**src/rtl/tablero_pkg.sv**
```systemverilog
// Shared constants for the dashboard ("tablero") panel.
// Holds the board clock rate, the switch-vector bit map and the default
// debounce timing used by switch_debouncer.
package tablero_pkg;

  localparam int unsigned CLK_HZ    = 50_000_000;

  localparam int unsigned NUM_DOORS = 4;
  localparam int unsigned NUM_BELTS = 2;

  // Bit positions inside the switch state vector
  localparam int unsigned DOOR_FL   = 0;
  localparam int unsigned DOOR_FR   = 1;
  localparam int unsigned DOOR_RL   = 2;
  localparam int unsigned DOOR_RR   = 3;
  localparam int unsigned BELT_DRV  = 4;
  localparam int unsigned BELT_PAS  = 5;

  // 1 kHz debounce tick at the board clock, 10 ms acceptance window
  localparam int unsigned DEFAULT_TICK_DIV     = CLK_HZ / 1000;
  localparam int unsigned DEFAULT_STABLE_TICKS = 10;

  // Counter width able to hold 0..n-1, never narrower than one bit
  function automatic int unsigned cnt_width(input int unsigned n);
    return (n > 1) ? $clog2(n) : 1;
  endfunction

endpackage

```
**src/rtl/switch_debouncer_channel.sv**
```systemverilog
// debounce_channel: one switch bit.
// Two-flop synchroniser, consecutive-tick stability counter, debounced
// state bit and registered one-cycle rise/fall event pulses.
// Ports:
//   clock   - system clock, rising edge
//   reset_n - asynchronous active-low reset
//   raw     - raw switch level, asynchronous to clock
//   tick    - shared prescaler tick, one cycle wide
//   state   - debounced level
//   rise    - one-cycle pulse when state goes 0->1
//   fall    - one-cycle pulse when state goes 1->0
module debounce_channel
  import tablero_pkg::*;
#(
  parameter int unsigned STABLE_TICKS = DEFAULT_STABLE_TICKS
) (
  input  logic clock,
  input  logic reset_n,
  input  logic raw,
  input  logic tick,
  output logic state,
  output logic rise,
  output logic fall
);

  localparam int unsigned   CW   = cnt_width(STABLE_TICKS + 1);
  localparam logic [CW-1:0] LAST = CW'(STABLE_TICKS - 1);

  logic          sync_meta;
  logic          sync;
  logic [CW-1:0] cnt;

  always_ff @(posedge clock or negedge reset_n) begin
    if (!reset_n) begin
      sync_meta <= 1'b0;
      sync      <= 1'b0;
      cnt       <= '0;
      state     <= 1'b0;
      rise      <= 1'b0;
      fall      <= 1'b0;
    end else begin
      sync_meta <= raw;
      sync      <= sync_meta;
      rise      <= 1'b0;
      fall      <= 1'b0;
      if (sync == state) begin
        // Any return to the accepted level restarts the stability count
        cnt <= '0;
      end else if (tick) begin
        if (cnt == LAST) begin
          state <= sync;
          cnt   <= '0;
          rise  <= sync;
          fall  <= ~sync;
        end else begin
          cnt <= cnt + 1'b1;
        end
      end
    end
  end

endmodule

```
**src/rtl/switch_debouncer.sv**
```systemverilog
// switch_debouncer: input conditioning for the dashboard switch lines.
// Bits [3:0] are door switches, bits [5:4] seatbelt switches
// (1 = door open / belt unlatched). A free-running prescaler shared by all
// channels produces the debounce tick; each bit is debounced independently.
// Ports:
//   clock   - system clock, rising edge
//   reset_n - asynchronous active-low reset
//   raw_in  - raw switch levels, asynchronous to clock
//   state   - debounced switch levels, registered
//   rise    - per-bit one-cycle pulse on 0->1
//   fall    - per-bit one-cycle pulse on 1->0
//   changed - one-cycle pulse, OR of all rise and fall bits
module switch_debouncer
  import tablero_pkg::*;
#(
  parameter int unsigned WIDTH        = NUM_DOORS + NUM_BELTS,
  parameter int unsigned TICK_DIV     = DEFAULT_TICK_DIV,
  parameter int unsigned STABLE_TICKS = DEFAULT_STABLE_TICKS
) (
  input  logic             clock,
  input  logic             reset_n,
  input  logic [WIDTH-1:0] raw_in,
  output logic [WIDTH-1:0] state,
  output logic [WIDTH-1:0] rise,
  output logic [WIDTH-1:0] fall,
  output logic             changed
);

  localparam int unsigned   PW     = cnt_width(TICK_DIV);
  localparam logic [PW-1:0] P_LAST = PW'(TICK_DIV - 1);

  logic [PW-1:0] pre_cnt;
  logic          tick;

  always_ff @(posedge clock or negedge reset_n) begin
    if (!reset_n) begin
      pre_cnt <= '0;
    end else if (pre_cnt == P_LAST) begin
      pre_cnt <= '0;
    end else begin
      pre_cnt <= pre_cnt + 1'b1;
    end
  end

  always_comb begin
    tick = (pre_cnt == P_LAST);
  end

  for (genvar i = 0; i < WIDTH; i++) begin : g_chan
    debounce_channel #(
      .STABLE_TICKS(STABLE_TICKS)
    ) u_chan (
      .clock  (clock),
      .reset_n(reset_n),
      .raw    (raw_in[i]),
      .tick   (tick),
      .state  (state[i]),
      .rise   (rise[i]),
      .fall   (fall[i])
    );
  end

  // rise/fall are registered, so this pulse lines up with them exactly
  always_comb begin
    changed = |{rise, fall};
  end

endmodule

```
**config.mk**
```make
export PLATFORM = sky130hd
export DESIGN_NAME = switch_debouncer
export DESIGN_NICKNAME = d
export VERILOG_FILES = /design/src/rtl/tablero_pkg.sv /design/src/rtl/switch_debouncer_channel.sv /design/src/rtl/switch_debouncer.sv
export SDC_FILE = /design/constraint.sdc
export NUM_CORES = 1
export LEC_CHECK = 0
export CORE_ASPECT_RATIO = 1.4
export CORE_MARGIN = 5
export CORE_UTILIZATION = 50
export DETAILED_ROUTE_END_ITERATION = 8
export HOLD_SLACK_MARGIN = 0.12
export PLACE_DENSITY = 0.7
export SYNTH_ARGS = -nofsm -noshare
export SYNTH_HDL_FRONTEND = slang
export SYNTH_SLANG_ARGS = --single-unit
```
**constraint.sdc**
```tcl
create_clock -name clock -period 4.5 [get_ports clock]
set_clock_uncertainty 0.1 [all_clocks]
set_input_delay 0.675 -clock clock [delete_from_list [all_inputs] [get_ports clock]]
set_output_delay 0.675 -clock clock [all_outputs]
set_load 0.02 [all_outputs]
```
==> results.sh, run 1 <==
export IMPL_maxCapViolCount=0
export IMPL_rsz0062_at_grt="false"
export IMPL_switchingPower_uw=255.7
export IMPL_tns_ns=0
export IMPL_io_pins=27
export IMPL_drcViolationCount=0
export IMPL_syn_avg_cell_area_um2=10.92
export IMPL_post_drt_wl_per_cell_um=14.70
export IMPL_critical_path_peak_fanout=2
export IMPL_status="completed"
export IMPL_antenna_found_initial=0
export IMPL_power_uw=1296
export IMPL_numCtsBuffers=9
export IMPL_yosysSeqAreaShare_pct=53.46
export IMPL_postLayoutCoreUtil_pct=57.26
export IMPL_synth_nets=321
export IMPL_hold_end="g_chan[4].u_chan.sync$_DFF_PN0_"
export IMPL_dpl_cell_area_um2=3455
export IMPL_drt_pass1_iterations=4
export IMPL_clk_path_buf_depth=2
export IMPL_routed_wl_um=5748
export IMPL_num_rows=35
export IMPL_cp_start_kind="flop"
export IMPL_ctsResizeCount=0
export IMPL_path_clk_slew_ns=0.08
export IMPL_synth_fa_ha_area_share_pct=4.964
export IMPL_synth_edf_count=0
export IMPL_synth_cells=300
export IMPL_setup_viol=0
export IMPL_max_slew_worst_pin_slew_ns=0.8731
export IMPL_clkLatencyLatePin_ns=0.34
export IMPL_io_buffer_count=26
export IMPL_critical_path_buf_inv_count=1
export IMPL_period_share_pct=56.71
export IMPL_hold_class="flop to flop"
export IMPL_grt_max_degree=44
export IMPL_cts_hold_buf=0
export IMPL_max_stage_delay_ns=0.55
export IMPL_postCtsSetupRepairBufs=0
export IMPL_cts_sinks=70
export IMPL_reg2reg_setup_slack_ns=2.13
export IMPL_core_um2=6481
export IMPL_grt_ovfl_total=0
export IMPL_ys_types=35
export IMPL_whs_path_depth=0
export IMPL_hold_violations=0
export IMPL_synth_compound_area_share_pct=7.102
export IMPL_dp_slack_ns=2.125
export IMPL_synthToLayoutAreaGrowth_pct=13.25
export IMPL_synth_top_area_share_pct=53.46
export IMPL_p_per_area_nw_per_um2=349.3
export IMPL_relSlewSlack_pct=41.79
export IMPL_setup_ws_ns=1.948
export IMPL_layout_drive_gt1_share_pct=9.464
export IMPL_r2r_cells=5
export IMPL_path_delay_family="buffers and inverters"
export IMPL_hp_start="g_chan[4].u_chan.sync_meta$_DFF_PN0_"
export IMPL_vias=2205
export IMPL_cts_htree_levels=3
export IMPL_leakagePower_uw=0.001590
export IMPL_synthesis_area_um2=3277
export IMPL_ant_nets=0
export IMPL_synth_top_area_cell="dfrtp_1"
export IMPL_clock_root_buffer="clkbuf_8"
export IMPL_synth_xor_area_share_pct=5.346
export IMPL_die_h_um=105.8
export IMPL_slew_viol_final=0
export IMPL_ys_warn_count=0
export IMPL_diodes=0
export IMPL_synth_top_family_by_area="simple AND/OR/NAND/NOR gates"
export IMPL_synth_simple_gate_area_share_pct=20.16
export IMPL_p_sw_share_pct=19.73
export IMPL_combPwrFrac_pct=1.8
export IMPL_end_kind="primary output"
export IMPL_dieArea_um2=8296
export IMPL_critPathKind="flop to primary output"
export IMPL_final_nets=333
export IMPL_clkPwrFrac_pct=48.9
export IMPL_pwr_share_seq_pct=49.2
export IMPL_place_hpwl_um=3947
export IMPL_grt_pass1_vias=2203
export IMPL_stdcell_area_um2=3711
export IMPL_required_ns=3.72
export IMPL_drt_iter0_drc=102
export IMPL_synth_seq_cells=70
export IMPL_cp_arrival_ns=1.78
export IMPL_ir_drop_uv=169.5
export IMPL_synth_area_mux_share_pct=2.062
export IMPL_start_util_pct=50.56
export IMPL_async_flop_share_pct=100.0
export IMPL_cpMaxStageDelayCell="clkdlybuf4s50_1"
export IMPL_viasPerCell=5.639
export IMPL_rr_endpoint="g_chan[3].u_chan.state$_DFFE_PN0P_"
export IMPL_tritoncts="built"
export IMPL_p_int_uw=1040
export IMPL_routabilityCongestion=0.7343
export IMPL_r2r_start="pre_cnt[0]$_DFF_PN0_"
export IMPL_grt_usage_pct=15.60
export IMPL_synthTopCellsByArea="dfrtp_1 (53%), ha_1 (5.0%), buf_4 (4.1%), nand2_1 (3.3%), xnor2_1 (3.2%)"
export IMPL_die_width_um=78.42
export IMPL_fin_crit_ns=2.552
export IMPL_max_freq_mhz=391.9
export IMPL_grt_pass1_wl_um=10220
export IMPL_ys_flop_type="dfrtp_1"
export IMPL_crit_chain="nor4_1 > nand3_1 > clkdlybuf4s50_1"
## state kept, by name, indices dropped and copies added (netlist names)
signal and cells:
g_chan.u_chan.cnt 24, pre_cnt 16, g_chan.u_chan.fall 6, g_chan.u_chan.sync 6
g_chan.u_chan.rise 6, g_chan.u_chan.state 6, g_chan.u_chan.sync_meta 6
## cell families (layout without fill, tap and decap cells)
group,after synthesis,in the layout
muxes,6,6
xor gates and xnor gates,20,20
and+or+nand+nor,113,113
DFF,70,70
adders and majority gates,13,13
buffers and inverters,39,56
AOI/OAI and AO/OA,39,39
## layer usage
metal  up-vias  global-route usage [%]  routed length (µm)
met3        13                   5.214                 231
met5         -                       0                   0
met4         0                   7.000                 140
li1       1066                       -                   -
met1      1084                   19.02                2473
met2        42                   24.94                2902
## worst max path at each step
stage	start	end	slack, ns	depth (start not counted)
final	g_chan[4].u_chan.rise$_DFF_PN0_	changed	1.95	3
after floorplan	pre_cnt[0]$_DFF_PN0_	g_chan[2].u_chan.cnt[0]$_DFFE_PN0P_	2.64	8
after CTS	g_chan[3].u_chan.fall$_DFF_PN0_	changed	1.87	3
after global placement	pre_cnt[0]$_DFF_PN0_	g_chan[1].u_chan.cnt[3]$_DFFE_PN0P_	2.21	5
after global routing	g_chan[4].u_chan.rise$_DFF_PN0_	changed	1.85	3
after detailed placement	pre_cnt[0]$_DFF_PN0_	g_chan[2].u_chan.cnt[3]$_DFFE_PN0P_	2.12	5
## power by group through the flow
stage,Clock (µW),Sequential [µW],Combinational [µW]
2_1_floorplan,0,649,4.75
4_1_cts,648,638,25.1
6_report,634,638,23.8
3_5_place_dp,0,650,25.0
3_3_place_gp,0,650,24.7
5_1_grt,676,639,27.7
## through the flow
stage	instances	hold slack, ns
3_5_place_dp	375	0.2372
5_1_grt	391	0.2595
2_1_floorplan	300	0.2312
4_1_cts	391	0.2568
3_3_place_gp	375	0.2320
6_report	391	0.2546
## layout by cell type, fill, tap and decap left out
master,count
a21oi_1,18
a311oi_1,3
a31o_2,3
a31oi_1,3
a41oi_1,3
and2_1,1
and3_1,3
and3b_1,1
and4_1,1
and4bb_1,1
and4bb_2,1
buf_2,1
buf_4,1
bufinv_16,3
clkbuf_8,11
clkdlybuf4s50_1,25
clkinvlp_4,2
dfrtp_1,70
ha_1,13
inv_1,13
mux2_2,6
nand2_1,29
nand3_1,10
nand4_1,4
nand4_4,1
nor2_1,18
nor3_1,2
nor3b_1,12
nor4_1,5
nor4b_1,1
nor4b_4,1
o21ai_0,9
or3_1,13
or4_1,6
or4b_1,3
xnor2_1,12
xor2_1,8
## worst register-to-register path, stage by stage, from the launching register on
cell,delay [ns]
dfrtp_1,0.38
ha_1,0.21
and3_1,0.30
and4_1,0.72
nand2_1,0.22
mux2_2,0.32
## cells in the mapped netlist, types with 2 or more instances
| library cell | n |
|---|---|
| nor4_1 | 5 |
| nor3b_1 | 12 |
| clkbuf_1 | 3 |
| ha_1 | 13 |
| a21oi_1 | 18 |
| or4_1 | 6 |
| mux2_2 | 6 |
| buf_2 | 4 |
| a31oi_1 | 3 |
| o21ai_0 | 9 |
| a311oi_1 | 3 |
| nand2_1 | 29 |
| a31o_2 | 3 |
| nor3_1 | 2 |
| buf_4 | 18 |
| nor2_1 | 18 |
| xor2_1 | 8 |
| nand3_1 | 10 |
| or3_1 | 13 |
| dfrtp_1 | 70 |
| nand4_1 | 4 |
| and3_1 | 3 |
| a41oi_1 | 3 |
| inv_1 | 13 |
| or4b_1 | 3 |
| xnor2_1 | 12 |
## final cells by class
cell class | count | area [µm²]
clock buffers | 11 | 151.4
clock inverters | 5 | 105.1
fillers | 541 | 2770
inverters | 13 | 48.80
multi-input cells | 191 | 1299
flip-flops and latches | 70 | 1752
well taps | 74 | 92.59
repair buffers | 27 | 262.8
Note: power is estimated with default switching activity, not from simulation.
==> run 2, diff against run 1 <==
clock period = 2.5 ns   (was 4.5 ns; I/O delays follow)
==> run 2 against run 1 <==
Compared with the run above:
- largest cell class unchanged
- core utilization is 0.50 points higher
- hold slack worse by 0.00089 ns
- critical endpoint unchanged
- count of clock-buffer cells in the layout decreased by 2
- via count up 0.36%
- sequential power up 80%
- clock power rose by 70%
- final cell count increased by 1.3%
- first-iteration DRC count grew 25%
- register-to-register slack lost 1.7 ns
- sequential share of layout area is 0.41 points lower
==> results.sh, run 2 (synthesis gave the netlist of run 1 again) <==
export IMPL_ir_drop_uv=375.8
export IMPL_postLayoutCoreUtil_pct=57.76
export IMPL_viasPerCell=5.588
export IMPL_max_freq_mhz=434.3
export IMPL_dieArea_um2=8296
export IMPL_hold_class="flop to flop"
export IMPL_path_depth=3
export IMPL_grt_max_degree=46
export IMPL_p_per_area_nw_per_um2=607.6
export IMPL_cp_start_kind="flop"
export IMPL_hp_start="g_chan[3].u_chan.sync_meta$_DFF_PN0_"
export IMPL_setup_ws_ns=0.1975
export IMPL_ant_nets=0
export IMPL_cts_sinks=70
export IMPL_met3_usage_pct=3.162
export IMPL_clkPwrFrac_pct=47.5
export IMPL_r2r_start="pre_cnt[0]$_DFF_PN0_"
export IMPL_tritoncts="built"
export IMPL_clk_path_buf_depth=2
export IMPL_grt_busiest_layer="met2"
export IMPL_combPwrFrac_pct=2.0
export IMPL_final_nets=338
export IMPL_slew_viol_final=0
export IMPL_drcViolationCount=0
export IMPL_core_um2=6481
export IMPL_routed_wl_um=5678
export IMPL_switchingPower_uw=458.7
export IMPL_relSlewSlack_pct=59.16
export IMPL_drt_pass1_iterations=4
export IMPL_p_sw_share_pct=20.17
export IMPL_critical_path_buf_inv_count=1
export IMPL_whs_path_depth=0
export IMPL_pwr_share_seq_pct=50.5
export IMPL_start_util_pct=50.56
export IMPL_layout_drive_gt1_share_pct=10.56
export IMPL_grt_pass1_wl_um=10070
export IMPL_die_width_um=78.42
export IMPL_largest_register="g_chan.u_chan.cnt"
export IMPL_rr_endpoint="g_chan[0].u_chan.state$_DFFE_PN0P_"
export IMPL_hold_end="g_chan[3].u_chan.sync$_DFF_PN0_"
export IMPL_io_buffer_count=26
export IMPL_mostFrequentLayoutCells="dfrtp_1 (70), nand2_1 (29), clkdlybuf4s50_1 (25)"
export IMPL_leakagePower_uw=0.001615
export IMPL_maxCapViolCount=0
export IMPL_largest_reg_flops=24
export IMPL_clkLatencyLatePin_ns=0.34
export IMPL_required_ns=2.03
export IMPL_grt_usage_pct=15.80
export IMPL_place_hpwl_um=3942
export IMPL_drt_iter0_drc=128
export IMPL_routabilityCongestion=0.8011
export IMPL_io_pins=27
export IMPL_grt_pass1_vias=2144
export IMPL_use_met1_pct=18.97
export IMPL_ctsResizeCount=0
export IMPL_path_delay_family="buffers and inverters"
export IMPL_regArea_um2=1752
export IMPL_postCtsSetupRepairBufs=0
export IMPL_final_common_cell="dfrtp_1"
export IMPL_r2r_cells=6
export IMPL_cpMaxStageDelayCell="clkdlybuf4s50_1"
export IMPL_end_kind="primary output"
export IMPL_dp_slack_ns=0.3953
export IMPL_critPathKind="flop to primary output"
export IMPL_rsz0062_at_grt="false"
export IMPL_synthToLayoutAreaGrowth_pct=14.24
export IMPL_numCtsBuffers=9
export IMPL_max_stage_delay_ns=0.55
export IMPL_groute_layer_met2_usage_pct=25.92
export IMPL_top_regs="g_chan.u_chan.cnt (24), pre_cnt (16)"
export IMPL_nFillCells=539
export IMPL_multi_input_area_um2=1299
export IMPL_grt_ovfl_total=0
export IMPL_crit_chain="nor4_1 > nand3_1 > clkdlybuf4s50_1"
export IMPL_setup_viol=0
export IMPL_diodes=0
export IMPL_fin_crit_ns=2.302
export IMPL_cp_arrival_ns=1.83
export IMPL_antenna_found_initial=0
export IMPL_hold_violations=0
export IMPL_vias=2213
export IMPL_post_drt_wl_per_cell_um=14.34
export IMPL_p_int_uw=1816
export IMPL_tns_ns=0
export IMPL_reg2reg_setup_slack_ns=0.39
export IMPL_status="completed"
export IMPL_num_rows=35
export IMPL_max_slew_worst_pin_slew_ns=0.6125
export IMPL_critical_path_peak_fanout=2
export IMPL_cts_htree_levels=3
export IMPL_die_h_um=105.8
export IMPL_period_share_pct=92.10
export IMPL_path_clk_slew_ns=0.07
export IMPL_clock_root_buffer="clkbuf_8"
-- run 2: cell type report --
| cell class | count | share of cell area (%) |
|---|---|---|
| Inverter | 13 | 1.303 |
| Clock inverter | 7 | 3.008 |
| Multi-Input combinational cell | 191 | 34.69 |
| Clock buffer | 9 | 3.309 |
| Tap cell | 74 | 2.473 |
| Timing Repair Buffer | 32 | 8.422 |
| Sequential cell | 70 | 46.79 |
-- run 2: what timing repair did --
action                                 4_1_cts  5_1_grt
hold buffers                                 1        0
setup endpoints to repair                    0        0
endpoints found under the hold margin       25        0
-- run 2: worst max path at each step --
stage                                               start                                   to
after floorplan                      pre_cnt[0]$_DFF_PN0_  g_chan[2].u_chan.cnt[0]$_DFFE_PN0P_
after global placement               pre_cnt[0]$_DFF_PN0_   g_chan[2].u_chan.state$_DFFE_PN0P_
after detailed placement             pre_cnt[0]$_DFF_PN0_  g_chan[5].u_chan.cnt[3]$_DFFE_PN0P_
after CTS                 g_chan[4].u_chan.rise$_DFF_PN0_                              changed
after global routing      g_chan[3].u_chan.fall$_DFF_PN0_                              changed
final                     g_chan[4].u_chan.rise$_DFF_PN0_                              changed
-- run 2: worst reg2reg max path, stage by stage (launching register included) --
cell and delay (ns):
dfrtp_1 0.39, ha_1 0.21, and3_1 0.30, and4_1 0.39, buf_4 0.22, nand2_1 0.09, mux2_2 0.29
-- run 2: per-stage QoR --
stage	cell area, µm²	hold WS [ns]	total power (µW)	std cells
2_1_floorplan	3277	-0.02059	1177	300
3_3_place_gp	3497	0.2320	1217	379
3_5_place_dp	3497	0.2379	1218	379
4_1_cts	3744	0.2559	2307	396
5_1_grt	3744	0.2653	2364	396
6_report	3744	0.2537	2274	396
-- run 2: power groups by stage --
| stage | combinational, µW | sequential, µW | clock (µW) |
|---|---|---|---|
| finish | 46.3 | 1150 | 1080 |
| global route | 53.6 | 1150 | 1160 |
| CTS | 48.6 | 1150 | 1110 |
| detailed placement | 47.2 | 1170 | 0 |
| global placement | 46.7 | 1170 | 0 |
| floorplan | 8.55 | 1170 | 0 |
-- run 2: per-layer routing --
layer / vias to the layer above / wire [µm]
met1: 1093 / 2455
met2: 36 / 2900
met5: - / 0
li1: 1069 / -
met4: 0 / 136
met3: 15 / 186
==> run 3, diff against run 2 <==
CORE_MARGIN = default   (was 5)
==> run 3 against run 2 <==
Compared with the run above:
- total power is 1.2% higher
- non-clock buffer count grew 1
- core utilization is 2.8 points higher
- global-route usage rose by 3.4 points
- count of clock-buffer cells in the layout is 2 higher
- register-to-register slack got worse by 0.08 ns
- routed wire length up 3.0%
- critical path depth unchanged
- design area up 1.1%
- highest routed layer unchanged
==> results.sh, run 3 (synthesis gave the netlist of run 1 again) <==
export IMPL_hold_violations=0
export IMPL_num_rows=34
export IMPL_critical_path_peak_fanout=2
export IMPL_rsz0062_at_grt="false"
export IMPL_start_util_pct=52.40
export IMPL_fin_crit_ns=2.223
export IMPL_status="completed"
export IMPL_top_regs="g_chan.u_chan.cnt (24), pre_cnt (16)"
export IMPL_relSlewSlack_pct=66.01
export IMPL_antenna_found_initial=0
export IMPL_regArea_um2=1752
export IMPL_path_clk_slew_ns=0.08
export IMPL_crit_path_end="changed"
export IMPL_max_slew_worst_pin_slew_ns=0.5086
export IMPL_io_pins=27
export IMPL_cts_sinks=70
export IMPL_grt_max_degree=71
export IMPL_r2r_cells=5
export IMPL_leakagePower_uw=0.001632
export IMPL_cts_htree_levels=3
export IMPL_dieArea_um2=6886
export IMPL_vias=2246
export IMPL_drt_pass1_iterations=4
export IMPL_clk_path_buf_depth=2
export IMPL_routed_wl_um=5848
export IMPL_reg2reg_setup_slack_ns=0.31
export IMPL_period_share_pct=88.90
export IMPL_largest_reg_flops=24
export IMPL_r2r_start="pre_cnt[0]$_DFF_PN0_"
export IMPL_final_nets=340
export IMPL_grt_pass1_vias=2239
export IMPL_numCtsBuffers=9
export IMPL_cp_start_kind="flop"
export IMPL_slew_viol_final=0
export IMPL_tritoncts="built"
export IMPL_ir_drop_uv=349.8
export IMPL_grt_usage_pct=19.18
export IMPL_largest_register="g_chan.u_chan.cnt"
export IMPL_clkLatencyLatePin_ns=0.35
export IMPL_viasPerCell=5.672
export IMPL_whs_ns=0.2497
export IMPL_die_width_um=70.42
export IMPL_die_h_um=97.79
export IMPL_crit_path_start="g_chan[4].u_chan.rise$_DFF_PN0_"
export IMPL_multi_input_area_um2=1311
export IMPL_clock_root_buffer="clkbuf_8"
export IMPL_synthToLayoutAreaGrowth_pct=15.50
export IMPL_grt_pass1_wl_um=10250
export IMPL_tns_ns=0
export IMPL_max_freq_mhz=449.9
export IMPL_core_um2=6254
export IMPL_post_drt_wl_per_cell_um=14.77
export IMPL_drt_iter0_drc=95
export IMPL_grt_ovfl_total=0
export IMPL_postCtsSetupRepairBufs=0
export IMPL_fin_cells=396
export IMPL_critPathKind="flop to primary output"
export IMPL_dp_cells=378
export IMPL_setup_viol=0
export IMPL_place_hpwl_um=3813
export IMPL_rr_endpoint="g_chan[2].u_chan.cnt[3]$_DFFE_PN0P_"
export IMPL_mostFrequentLayoutCells="dfrtp_1 (70), nand2_1 (29), clkdlybuf4s50_1 (25)"
export IMPL_io_buffer_count=26
export IMPL_drcViolationCount=0
export IMPL_final_common_cell="dfrtp_1"
export IMPL_nFillCells=531
export IMPL_hold_class="flop to flop"
export IMPL_required_ns=2.03
export IMPL_cp_arrival_ns=1.75
export IMPL_layout_drive_gt1_share_pct=10.80
export IMPL_ctsResizeCount=0
export IMPL_maxCapViolCount=0
export IMPL_p_per_area_nw_per_um2=608.4
export IMPL_ant_nets=0
export IMPL_end_kind="primary output"
export IMPL_routabilityCongestion=0.8023
export IMPL_diodes=0
## run 3: cell type report
| type | instances | share of cell area (%) |
|---|---|---|
| Clock buffer | 11 | 3.736 |
| Tap cell | 72 | 2.380 |
| Sequential cell | 70 | 46.28 |
| Timing Repair Buffer | 33 | 8.860 |
| Inverter | 13 | 1.289 |
| Clock inverter | 5 | 2.810 |
| Multi-Input combinational cell | 192 | 34.64 |
## run 3: worst min path at each step
| stage | from | endpoint | cells after the start |
|---|---|---|---|
| floorplan | reset_n | g_chan[0].u_chan.cnt[0]$_DFFE_PN0P_ | 0 |
| CTS | g_chan[0].u_chan.sync_meta$_DFF_PN0_ | g_chan[0].u_chan.sync$_DFF_PN0_ | 0 |
| global route | g_chan[0].u_chan.sync_meta$_DFF_PN0_ | g_chan[0].u_chan.sync$_DFF_PN0_ | 0 |
| global placement | g_chan[4].u_chan.sync_meta$_DFF_PN0_ | g_chan[4].u_chan.sync$_DFF_PN0_ | 0 |
| finish | g_chan[0].u_chan.sync_meta$_DFF_PN0_ | g_chan[0].u_chan.sync$_DFF_PN0_ | 0 |
| detailed placement | g_chan[0].u_chan.sync_meta$_DFF_PN0_ | g_chan[0].u_chan.sync$_DFF_PN0_ | 0 |
## run 3: where the power goes
part | internal [µW] | leakage, µW | switching [µW] | total [µW]
logic | 17.6 | 0.000577 | 28.4 | 46.0
clock network | 692 | 0.000120 | 417 | 1110
registers | 1140 | 0.000936 | 6.43 | 1150
## run 3: worst max-delay path: stages (launching register included)
cell and delay [ns]:
dfrtp_1 0.43, nor4_1 0.30, nand3_1 0.11, clkdlybuf4s50_1 0.55
## run 3: stage by stage
stage               util [%]  cell area [µm²]  setup slack [ns]  power, µW
floorplan                  -             3277            0.6413       1177
global placement       56.20             3515            0.3032       1217
detailed placement     56.20             3515            0.2096       1217
CTS                    60.32             3772            0.1921       2332
global route           60.52             3785            0.1307       2393
finish                 60.52             3785            0.2774       2303
## run 3: routing by layer
layer	vias up	share of wire (%)	track usage, %
li1	1074	-	-
met1	1123	41	23.13
met2	36	53	31.21
met3	13	3.5	5.263
met4	0	2.7	9.846
met5	-	0	0
## run 3: repair_timing
action,4_1_cts,5_1_grt
hold buffers,1,0
endpoints found under the hold margin,70,0
endpoints found under the setup margin,0,1
